===== src/rtl/xor_cc2p.sv =====
// rtl/xor_cc2p.sv - keystream consumer: derives the Poly1305 key from block 0, XORs plaintext into ciphertext
module xor_cc2p #(
    parameter int LEN_W = 38
) (
    input  logic               i_clk,
    input  logic               i_rstn,
    input  logic               i_start,
    input  logic [127:0]       i_pt_data,
    input  logic               i_pt_vld,
    input  logic               i_pt_last,
    input  logic [4:0]         i_pt_bytes,
    output logic               o_pt_rdy,
    input  logic [127:0]       i_ks_data,
    input  logic               i_ks_empty,
    output logic               o_ks_rd,
    output logic [127:0]       o_ct_data,
    output logic               o_ct_vld,
    output logic               o_ct_last,
    output logic [4:0]         o_ct_bytes,
    input  logic               i_ct_rdy,
    output logic [255:0]       o_pkey,
    output logic               o_pkey_vld,
    output logic [LEN_W-1:0]   o_len,
    output logic               o_busy
);

    typedef enum logic [2:0] {
        S_IDLE  = 3'd0,
        S_KEY0  = 3'd1,
        S_KEY1  = 3'd2,
        S_SKIP0 = 3'd3,
        S_SKIP1 = 3'd4,
        S_DATA  = 3'd5
    } state_t;

    state_t             state_q;
    logic [127:0]       ct_data_q;
    logic               ct_vld_q;
    logic               ct_last_q;
    logic [4:0]         ct_bytes_q;
    logic [255:0]       pkey_q;
    logic               pkey_vld_q;
    logic [LEN_W-1:0]   len_q;

    logic               in_key;
    logic               pt_rdy;
    logic               accept;
    logic [4:0]         nbytes;
    logic [127:0]       byte_mask;
    logic [127:0]       ct_data_d;
    logic [LEN_W-1:0]   len_d;

    // The four words of keystream block 0 are consumed without any plaintext.
    assign in_key = (state_q == S_KEY0) || (state_q == S_KEY1) ||
                    (state_q == S_SKIP0) || (state_q == S_SKIP1);

    // The output register may refill in the same cycle its current word leaves.
    assign pt_rdy = (state_q == S_DATA) && !i_ks_empty && (!ct_vld_q || i_ct_rdy);
    assign accept = pt_rdy && i_pt_vld;

    // Out-of-range byte counts on the last word fall back to a full word.
    assign nbytes = (i_pt_last && (i_pt_bytes != 5'd0) && (i_pt_bytes <= 5'd16)) ?
                    i_pt_bytes : 5'd16;

    always_comb begin
        byte_mask = '0;
        for (int k = 0; k < 16; k++) begin
            if (5'(k) < nbytes) begin
                byte_mask[8*k +: 8] = 8'hFF;
            end
        end
    end

    assign ct_data_d = (i_pt_data ^ i_ks_data) & byte_mask;
    assign len_d     = len_q + LEN_W'(nbytes);

    always_ff @(posedge i_clk or negedge i_rstn) begin
        if (!i_rstn) begin
            state_q    <= S_IDLE;
            ct_data_q  <= '0;
            ct_vld_q   <= 1'b0;
            ct_last_q  <= 1'b0;
            ct_bytes_q <= '0;
            pkey_q     <= '0;
            pkey_vld_q <= 1'b0;
            len_q      <= '0;
        end else begin
            if (ct_vld_q && i_ct_rdy) begin
                ct_vld_q <= 1'b0;
            end
            case (state_q)
                S_IDLE: begin
                    if (i_start) begin
                        len_q      <= '0;
                        pkey_q     <= '0;
                        pkey_vld_q <= 1'b0;
                        state_q    <= S_KEY0;
                    end
                end
                S_KEY0: begin
                    if (!i_ks_empty) begin
                        pkey_q[127:0] <= i_ks_data;
                        state_q       <= S_KEY1;
                    end
                end
                S_KEY1: begin
                    if (!i_ks_empty) begin
                        pkey_q[255:128] <= i_ks_data;
                        pkey_vld_q      <= 1'b1;
                        state_q         <= S_SKIP0;
                    end
                end
                S_SKIP0: begin
                    if (!i_ks_empty) begin
                        state_q <= S_SKIP1;
                    end
                end
                S_SKIP1: begin
                    if (!i_ks_empty) begin
                        state_q <= S_DATA;
                    end
                end
                S_DATA: begin
                    if (accept) begin
                        ct_data_q  <= ct_data_d;
                        ct_vld_q   <= 1'b1;
                        ct_last_q  <= i_pt_last;
                        ct_bytes_q <= nbytes;
                        len_q      <= len_d;
                        if (i_pt_last) begin
                            state_q <= S_IDLE;
                        end
                    end
                end
                default: state_q <= S_IDLE;
            endcase
        end
    end

    assign o_pt_rdy   = pt_rdy;
    assign o_ks_rd    = (in_key && !i_ks_empty) || accept;
    assign o_ct_data  = ct_data_q;
    assign o_ct_vld   = ct_vld_q;
    assign o_ct_last  = ct_last_q;
    assign o_ct_bytes = ct_bytes_q;
    assign o_pkey     = pkey_q;
    assign o_pkey_vld = pkey_vld_q;
    assign o_len      = len_q;
    assign o_busy     = (state_q != S_IDLE);

endmodule

===== config.mk =====
export PLATFORM = sky130hd
export DESIGN_NAME = xor_cc2p
export DESIGN_NICKNAME = d
export VERILOG_FILES = /design/src/rtl/xor_cc2p.sv
export SDC_FILE = /design/constraint.sdc
export NUM_CORES = 1
export LEC_CHECK = 0
export BUFFER_PORTS_ARGS = -buffer_cell sky130_fd_sc_hd__buf_4
export CAP_MARGIN = 20
export CORE_AREA = 4 4 267 269
export CTS_CLUSTER_DIAMETER = 200
export DETAILED_ROUTE_END_ITERATION = 10
export DIE_AREA = 0 0 271 273
export GPL_ROUTABILITY_DRIVEN = 0
export PLACE_DENSITY = 0.48
export SETUP_SLACK_MARGIN = 0.4
export SYNTH_ARGS = -nofsm -noshare
export SYNTH_HDL_FRONTEND = slang
export SYNTH_SLANG_ARGS = --single-unit

===== constraint.sdc =====
create_clock -name i_clk -period 5.7 [get_ports i_clk]
set_clock_uncertainty 0.1 [all_clocks]
set_input_delay 0 -clock i_clk [delete_from_list [all_inputs] [get_ports i_clk]]
set_output_delay 0 -clock i_clk [all_outputs]
set_load 0.005 [all_outputs]

==> results.json, run 1 <==
{
  "outcome": "finished clean",
  "htree_num_levels": 2,
  "cpLargestDelayFamily": "flip-flops",
  "hold_viol": 0,
  "ios": 701,
  "setup.worst_path.end_class": "register",
  "synth_async_sr_flop_share_pct": 100,
  "drv_slew": 0,
  "tritoncts": "built",
  "grt_start_max_net_pins": 143,
  "synth_top_area_share_pct": 60.6,
  "wl_mm": 77.1,
  "wl_per_cell_um": 21.4,
  "syn_inst": 1644,
  "fin_total_pwr_mw": 14.0,
  "drt-vias-per-instance": 4.63,
  "critPathBufInv": 1,
  "cts_sinks": 433,
  "synth.area.top_cells": "dfrtp_1 61%, a22o_1 9.5%, nand2_1 7.5%",
  "r2r_cells": 5,
  "drc": 0,
  "ys_seq_area_share_pct": 60.6,
  "via_count": 16700,
  "min_to": "o_len[2]",
  "ant_nets": 0,
  "post_cts_resized": 0,
  "antenna_found_initial": 10,
  "crit_path_start": "state_q[0]",
  "die-area_um2": 74000,
  "path_cells": "and4bb_2, nand3_4, buf_4, a21oi_1, a22o_1",
  "port_buffers": 700,
  "met1_length_mm": 31.4,
  "min_from": "i_pt_bytes[1]",
  "crit-reg2reg-launch": "state_q[0]",
  "place_ws_ps": 1920,
  "cts_buffers": 52,
  "syn2layout_area_growth_pct": 62.6,
  "fin_crit_sh_pct": 65.1,
  "power_leakage_nw": 14.1,
  "met2_length_mm": 37.4,
  "powerDensity_nw_per_um2": 480,
  "max_stage_delay_ps": 1090,
  "slew-limit-headroom_pct": 30.5,
  "clockBufferDepth": 3,
  "hold_path.class": "input port to register",
  "rsz0062_at_grt": "no",
  "path_clk_slew_ps": 60,
  "critPathSlowestCell": "dfrtp_4",
  "yosysUniqueCellTypes": 54,
  "synthFlopType": "dfrtp_1",
  "worst_ep_arrival_time_ps": 4140,
  "grt_pass1_wl_mm": 114,
  "clockRootBuffer": "clkbuf_16",
  "synth.avg_cell_area_um2": 10.9,
  "synth_enable_flop_cells": 0,
  "cp_max_fo": 79,
  "final_net_count": 2906,
  "dr.pass1.iters": 5,
  "synth_top_area_cell": "dfrtp_1",
  "insertion_delay_ps": 590,
  "whs_path_depth": 5,
  "period_needed_ps": 3710,
  "netlist_area_um2": 17900,
  "maxCapViolCount": 0,
  "cp.required_ps": 6120,
  "worst_pin_slew_ps": 1040,
  "ys.warnings.count": 0,
  "track_usage_pct": 20.0,
  "syn-num-nets": 1917,
  "drive_gt1_share_pct": 30.7,
  "setup-violations-final": 0,
  "layout_common_cells": "714 x buf_4, 432 x dfrtp_1, 357 x nand2_1",
  "layout_setup_ws_ps": 1990,
  "die_h_um": 273,
  "row_count": 96,
  "fin_tns_setup_ps": 0,
  "grt_overflow_total": 0,
  "worst_r2r_endpoint": "o_ct_data[46]",
  "synth-seq-cells": 433,
  "grt_pass1_vias": 17500,
  "top_layer": "met5",
  "max_freq_ghz": 0.269,
  "crit_path_start_kind": "register",
  "vdd_drop_max_v": 0.000246,
  "wl_met3_mm": 5.36,
  "die_w_um": 271,
  "final_common_cell": "buf_4",
  "rrSetupSlack_ps": 1990,
  "start_util_pct": 26.1,
  "path_class": "register to register",
  "drt_iter0_drc": 865,
  "dp_hpwl_mm": 54.2,
  "core-area_um2": 68600
}
==> sequential cells by signal (all words and copies together) (netlist names) <==
| signal | count |
|---|---|
| state_q | 3 |
| o_ct_last | 1 |
| o_pkey_vld | 1 |
| o_pkey | 256 |
| o_ct_bytes | 5 |
| o_ct_data | 128 |
| o_ct_vld | 1 |
| o_len | 38 |
==> cell usage after synthesis (all sizes together) (3+ instances only) <==
cell / n
dfrtp: 433
nand2: 357
o21ai: 221
a22o: 194
clkbuf: 92
xnor2: 72
xor2: 67
a21oi: 41
or3: 19
nor2: 16
buf: 12
inv: 11
nand4: 10
nand3: 9
o31ai: 7
a21o: 6
or4: 6
ha: 5
nand4b: 5
nor2b: 5
nor3: 5
o41ai: 5
a211oi: 4
and2: 4
and3: 3
nand2b: 3
nor4: 3
or2: 3
==> how the worst max path moves through the flow <==
stage | cells past startpoint | endpoint
global route | 5 | o_ct_data[46]
global placement | 5 | o_ct_data[47]
CTS | 5 | o_ct_data[123]
floorplan | 11 | o_len[21]
finish | 5 | o_ct_data[46]
detailed placement | 5 | o_ct_data[46]
==> cell type report <==
class	instances	area, um^2
Fill cell	6658	39500
Multi-Input combinational cell	1096	6650
Clock buffer	70	1480
Timing Repair Buffer	1039	8680
Inverter	11	41.3
Antenna cell	5	12.5
Tap cell	931	1160
Clock inverter	20	224
Sequential cell	433	10800
==> stage by stage <==
stage	cells	hold slack, ps	area [um^2]	util [%]
5_1_grt	3603	53.8	29100	42.4
6_report	3605	74.1	29100	42.4
3_3_place_gp	3190	-121	24200	35.2
2_1_floorplan	1644	-396	17900	-
3_5_place_dp	3190	-124	24200	35.2
4_1_cts	3600	7.62	29100	42.4
==> kinds of logic after synthesis <==
group	count (synthesis)	synth area share, %
compound gates	489	18.4
flops	433	60.6
simple gates	458	11.1
xor+xnor	139	6.80
buf+inv	115	2.52
mux	4	0.238
fa+ha+maj	6	0.406
==> where the power goes <==
part | internal (mW) | switching (mW)
combinational | 2.85 | 2.52
clock | 1.99 | 1.36
sequential | 4.36 | 0.884
total | 9.20 | 4.77
==> routing by layer <==
| layer | global-route usage [%] | vias up |
|---|---|---|
| met2 | 33.6 | 587 |
| met3 | 5.35 | 151 |
| met5 | 0 | - |
| met4 | 7.32 | 10 |
| met1 | 24.9 | 8248 |
| li1 | - | 7712 |
==> tightest hold or removal path, cell delays in order <==
cell and delay (ps):
buf_4 150, and4b_1 250, or2_2 140, xnor2_1 110
o21ai_0 60
==> repair_timing <==
item / CTS / global route
buffers inserted: 0 / 0
endpoints found under the hold margin: 852 / 0
hold buffers: 320 / 0
Power figures use the tool's default switching activity.
==> inputs of run 2 (changes only) <==
Settings changed: ABC_AREA from default to 1, CORE_AREA 4 4 267 269 to 4 4 268 270, DIE_AREA 0 0 271 273 to 0 0 272 274, PLACE_DENSITY 0.48 to 0.52.
Clock period 5.7 ns to 3.15 ns, I/O delays scaled along.
==> run 2 against run 1 <==
Compared with the run above:
- critical path depth up 4
- global-route usage grew 2.5 points
- combinational power up 76%
- critical path type unchanged
==> results.json, run 2 <==
{
  "cp.required_ps": 3510,
  "hold_viol": 0,
  "via_count": 19900,
  "setup.worst_path.end_class": "register",
  "path_clk_slew_ps": 70,
  "maxCapViolCount": 0,
  "synth_enable_flop_cells": 0,
  "synth-compound-area-share_pct": 13.9,
  "synth_xor_area_share_pct": 5.81,
  "row_count": 97,
  "tritoncts": "built",
  "syn-num-nets": 2436,
  "final_common_cell": "buf_4",
  "cp_max_fo": 72,
  "yosys.area_share.simple_pct": 14.2,
  "insertion_delay_ps": 580,
  "path_class": "register to register",
  "synth.area.top_cells": "dfrtp_1 56%, o21ai_0 8.3%, nand2_1 7.6%",
  "netlist_top_cells_count": "433 x dfrtp_1, 390 x nand2_1, 344 x inv_1, 320 x o21ai_0, 128 x o22ai_1",
  "post_cts_buffers": 0,
  "dp_hpwl_mm": 61.1,
  "vdd_drop_max_v": 0.000483,
  "synth_mux_area_share_pct": 0,
  "htree_num_levels": 2,
  "rsz0062_at_grt": "no",
  "fin_tns_setup_ps": 0,
  "ios": 701,
  "grt_overflow_total": 0,
  "start_util_pct": 27.8,
  "layout_common_cells": "721 x buf_4, 433 x dfrtp_1, 387 x nand2_1",
  "cts_buffers": 50,
  "crit-reg2reg-launch": "state_q[1]",
  "clockBufferDepth": 3,
  "fin_crit_sh_pct": 83.0,
  "hold_ws_ps": 41.6,
  "drive_gt1_share_pct": 26.1,
  "cp-endpoint": "o_ct_data[92]",
  "slew-limit-headroom_pct": 31.2,
  "worst_ep_arrival_time_ps": 2970,
  "r2r_cells": 9,
  "fin_util_pct": 45.1,
  "synth_async_sr_flop_share_pct": 100,
  "synthFlopType": "dfrtp_1",
  "die-area_um2": 74500,
  "ys_seq_area_share_pct": 56.1,
  "dr.pass1.iters": 5,
  "netlist_area_um2": 19300,
  "drv_slew": 0,
  "power_leakage_nw": 15.9,
  "die_h_um": 274,
  "core-area_um2": 69500,
  "synth_top_area_share_pct": 56.1,
  "grt_pass1_vias": 20800,
  "final_cells": 4208,
  "synth_top_area_cell": "dfrtp_1",
  "antenna_found_initial": 4,
  "synthAdderAreaFrac_pct": 0.324,
  "die_w_um": 272,
  "final_net_count": 3499,
  "synth.avg_cell_area_um2": 8.92,
  "cts_sinks": 433,
  "drt-vias-per-instance": 4.72,
  "hold_path.class": "input port to register",
  "syn2layout_area_growth_pct": 62.5,
  "outcome": "finished clean",
  "drt_iter0_drc": 1254,
  "port_buffers": 700,
  "track_usage_pct": 22.5,
  "crit_path_start_kind": "register",
  "clockRootBuffer": "clkbuf_16",
  "yosysUniqueCellTypes": 39,
  "max_freq_ghz": 0.383,
  "wl_mm": 86.8,
  "grt_pass1_wl_mm": 129,
  "powerDensity_nw_per_um2": 794,
  "crit_path_start": "state_q[1]",
  "ys.warnings.count": 0,
  "grt_start_max_net_pins": 101,
  "ant_nets": 0,
  "worst_pin_slew_ps": 1020,
  "synth_most_common_cell": "dfrtp_1",
  "dp_cells": 3730,
  "drc": 0,
  "period_needed_ps": 2610,
  "setup-violations-final": 0,
  "synth_top_family_by_area": "simple AND/OR/NAND/NOR gates",
  "syn_inst": 2163,
  "largest_reg_flops": 256,
  "worst_r2r_endpoint": "o_ct_data[92]",
  "synth-seq-cells": 433,
  "rrSetupSlack_ps": 540,
  "wl_per_cell_um": 20.6
}
-- run 2: cell count changes after synthesis, moves of 20 or more --
cell	before	now
o22ai_1	0	128
buf_2	9	29
a22o_1	194	1
inv_1	11	344
nand3_1	9	108
xnor2_1	72	34
nand4_1	9	29
o21ai_0	218	320
nor2_1	16	83
clkbuf_1	92	63
a21oi_1	41	17
xor2_1	67	94
nand2_1	357	390
-- run 2: timing repair --
| item | in CTS | in global routing |
|---|---|---|
| hold buffers | 383 | 0 |
| gates resized for setup | 0 | 3 |
| hold endpoints to repair | 730 | 0 |
| setup endpoints to repair | 0 | 29 |
-- run 2: cell type report --
type	count	area, um^2
antenna	2	5.00
clock buffer	73	1510
clock inverter	19	294
fill	6650	38200
inverter	347	1310
multi-input combinational	1274	6660
sequential	433	10800
tap	940	1180
timing repair buffer	1120	9580
-- run 2: routing by layer --
layer	wire length [um]	up-vias	track usage (%)	part of all wire (%)
li1	-	9106	-	-
met1	34100	9767	27.4	39
met2	42100	793	38.3	48
met3	6730	185	5.62	7.8
met4	3890	2	8.88	4.5
met5	13	-	0	0.015
-- run 2: kinds of logic (layout without fill, tap and decap cells) --
family	after synthesis	after routing
xor+xnor	128	128
compound gates	497	497
other cells	0	2
simple gates	644	644
fa+ha+maj	5	5
buf+inv	456	1559
flops	433	433
-- run 2: worst min-delay path by stage --
| stage | startpoint | to | slack [ps] | cells past startpoint |
|---|---|---|---|---|
| 2_1_floorplan | i_rstn | o_ct_bytes[0] | -400 | 0 |
| 3_3_place_gp | i_rstn | o_ct_data[2] | -100 | 1 |
| 3_5_place_dp | i_rstn | o_ct_data[2] | -90 | 1 |
| 4_1_cts | i_pt_bytes[1] | o_ct_data[23] | 30 | 6 |
| 5_1_grt | i_pt_bytes[1] | o_ct_data[23] | 50 | 6 |
| 6_report | i_pt_bytes[3] | o_ct_data[119] | 40 | 4 |
-- run 2: per-stage QoR --
| step | cell area [um^2] | setup WS [ps] | total power, mW |
|---|---|---|---|
| finish | 31400 | 536 | 24.9 |
| global route | 31400 | 407 | 26.3 |
| CTS | 31300 | 420 | 25.1 |
| detailed placement | 25700 | 665 | 18.1 |
| global placement | 25700 | 730 | 18.0 |
| floorplan | 19300 | 1240 | 12.2 |
-- run 2: critical path, stage by stage, from the launching register on --
cell and delay (ps):
dfrtp_1 460, inv_4 150, nand3_2 120, nor2_2 190
nand2_4 100, buf_4 240, buf_16 230, nand2_1 120
o21ai_0 70, dlygate4sd3_1 580
-- run 2: power breakdown --
group	switching, mW	internal (mW)	total [mW]
Clock	2.48	3.90	6.38
Combinational	4.98	4.51	9.48
Sequential	1.42	7.63	9.05
Total	8.88	16.0	24.9
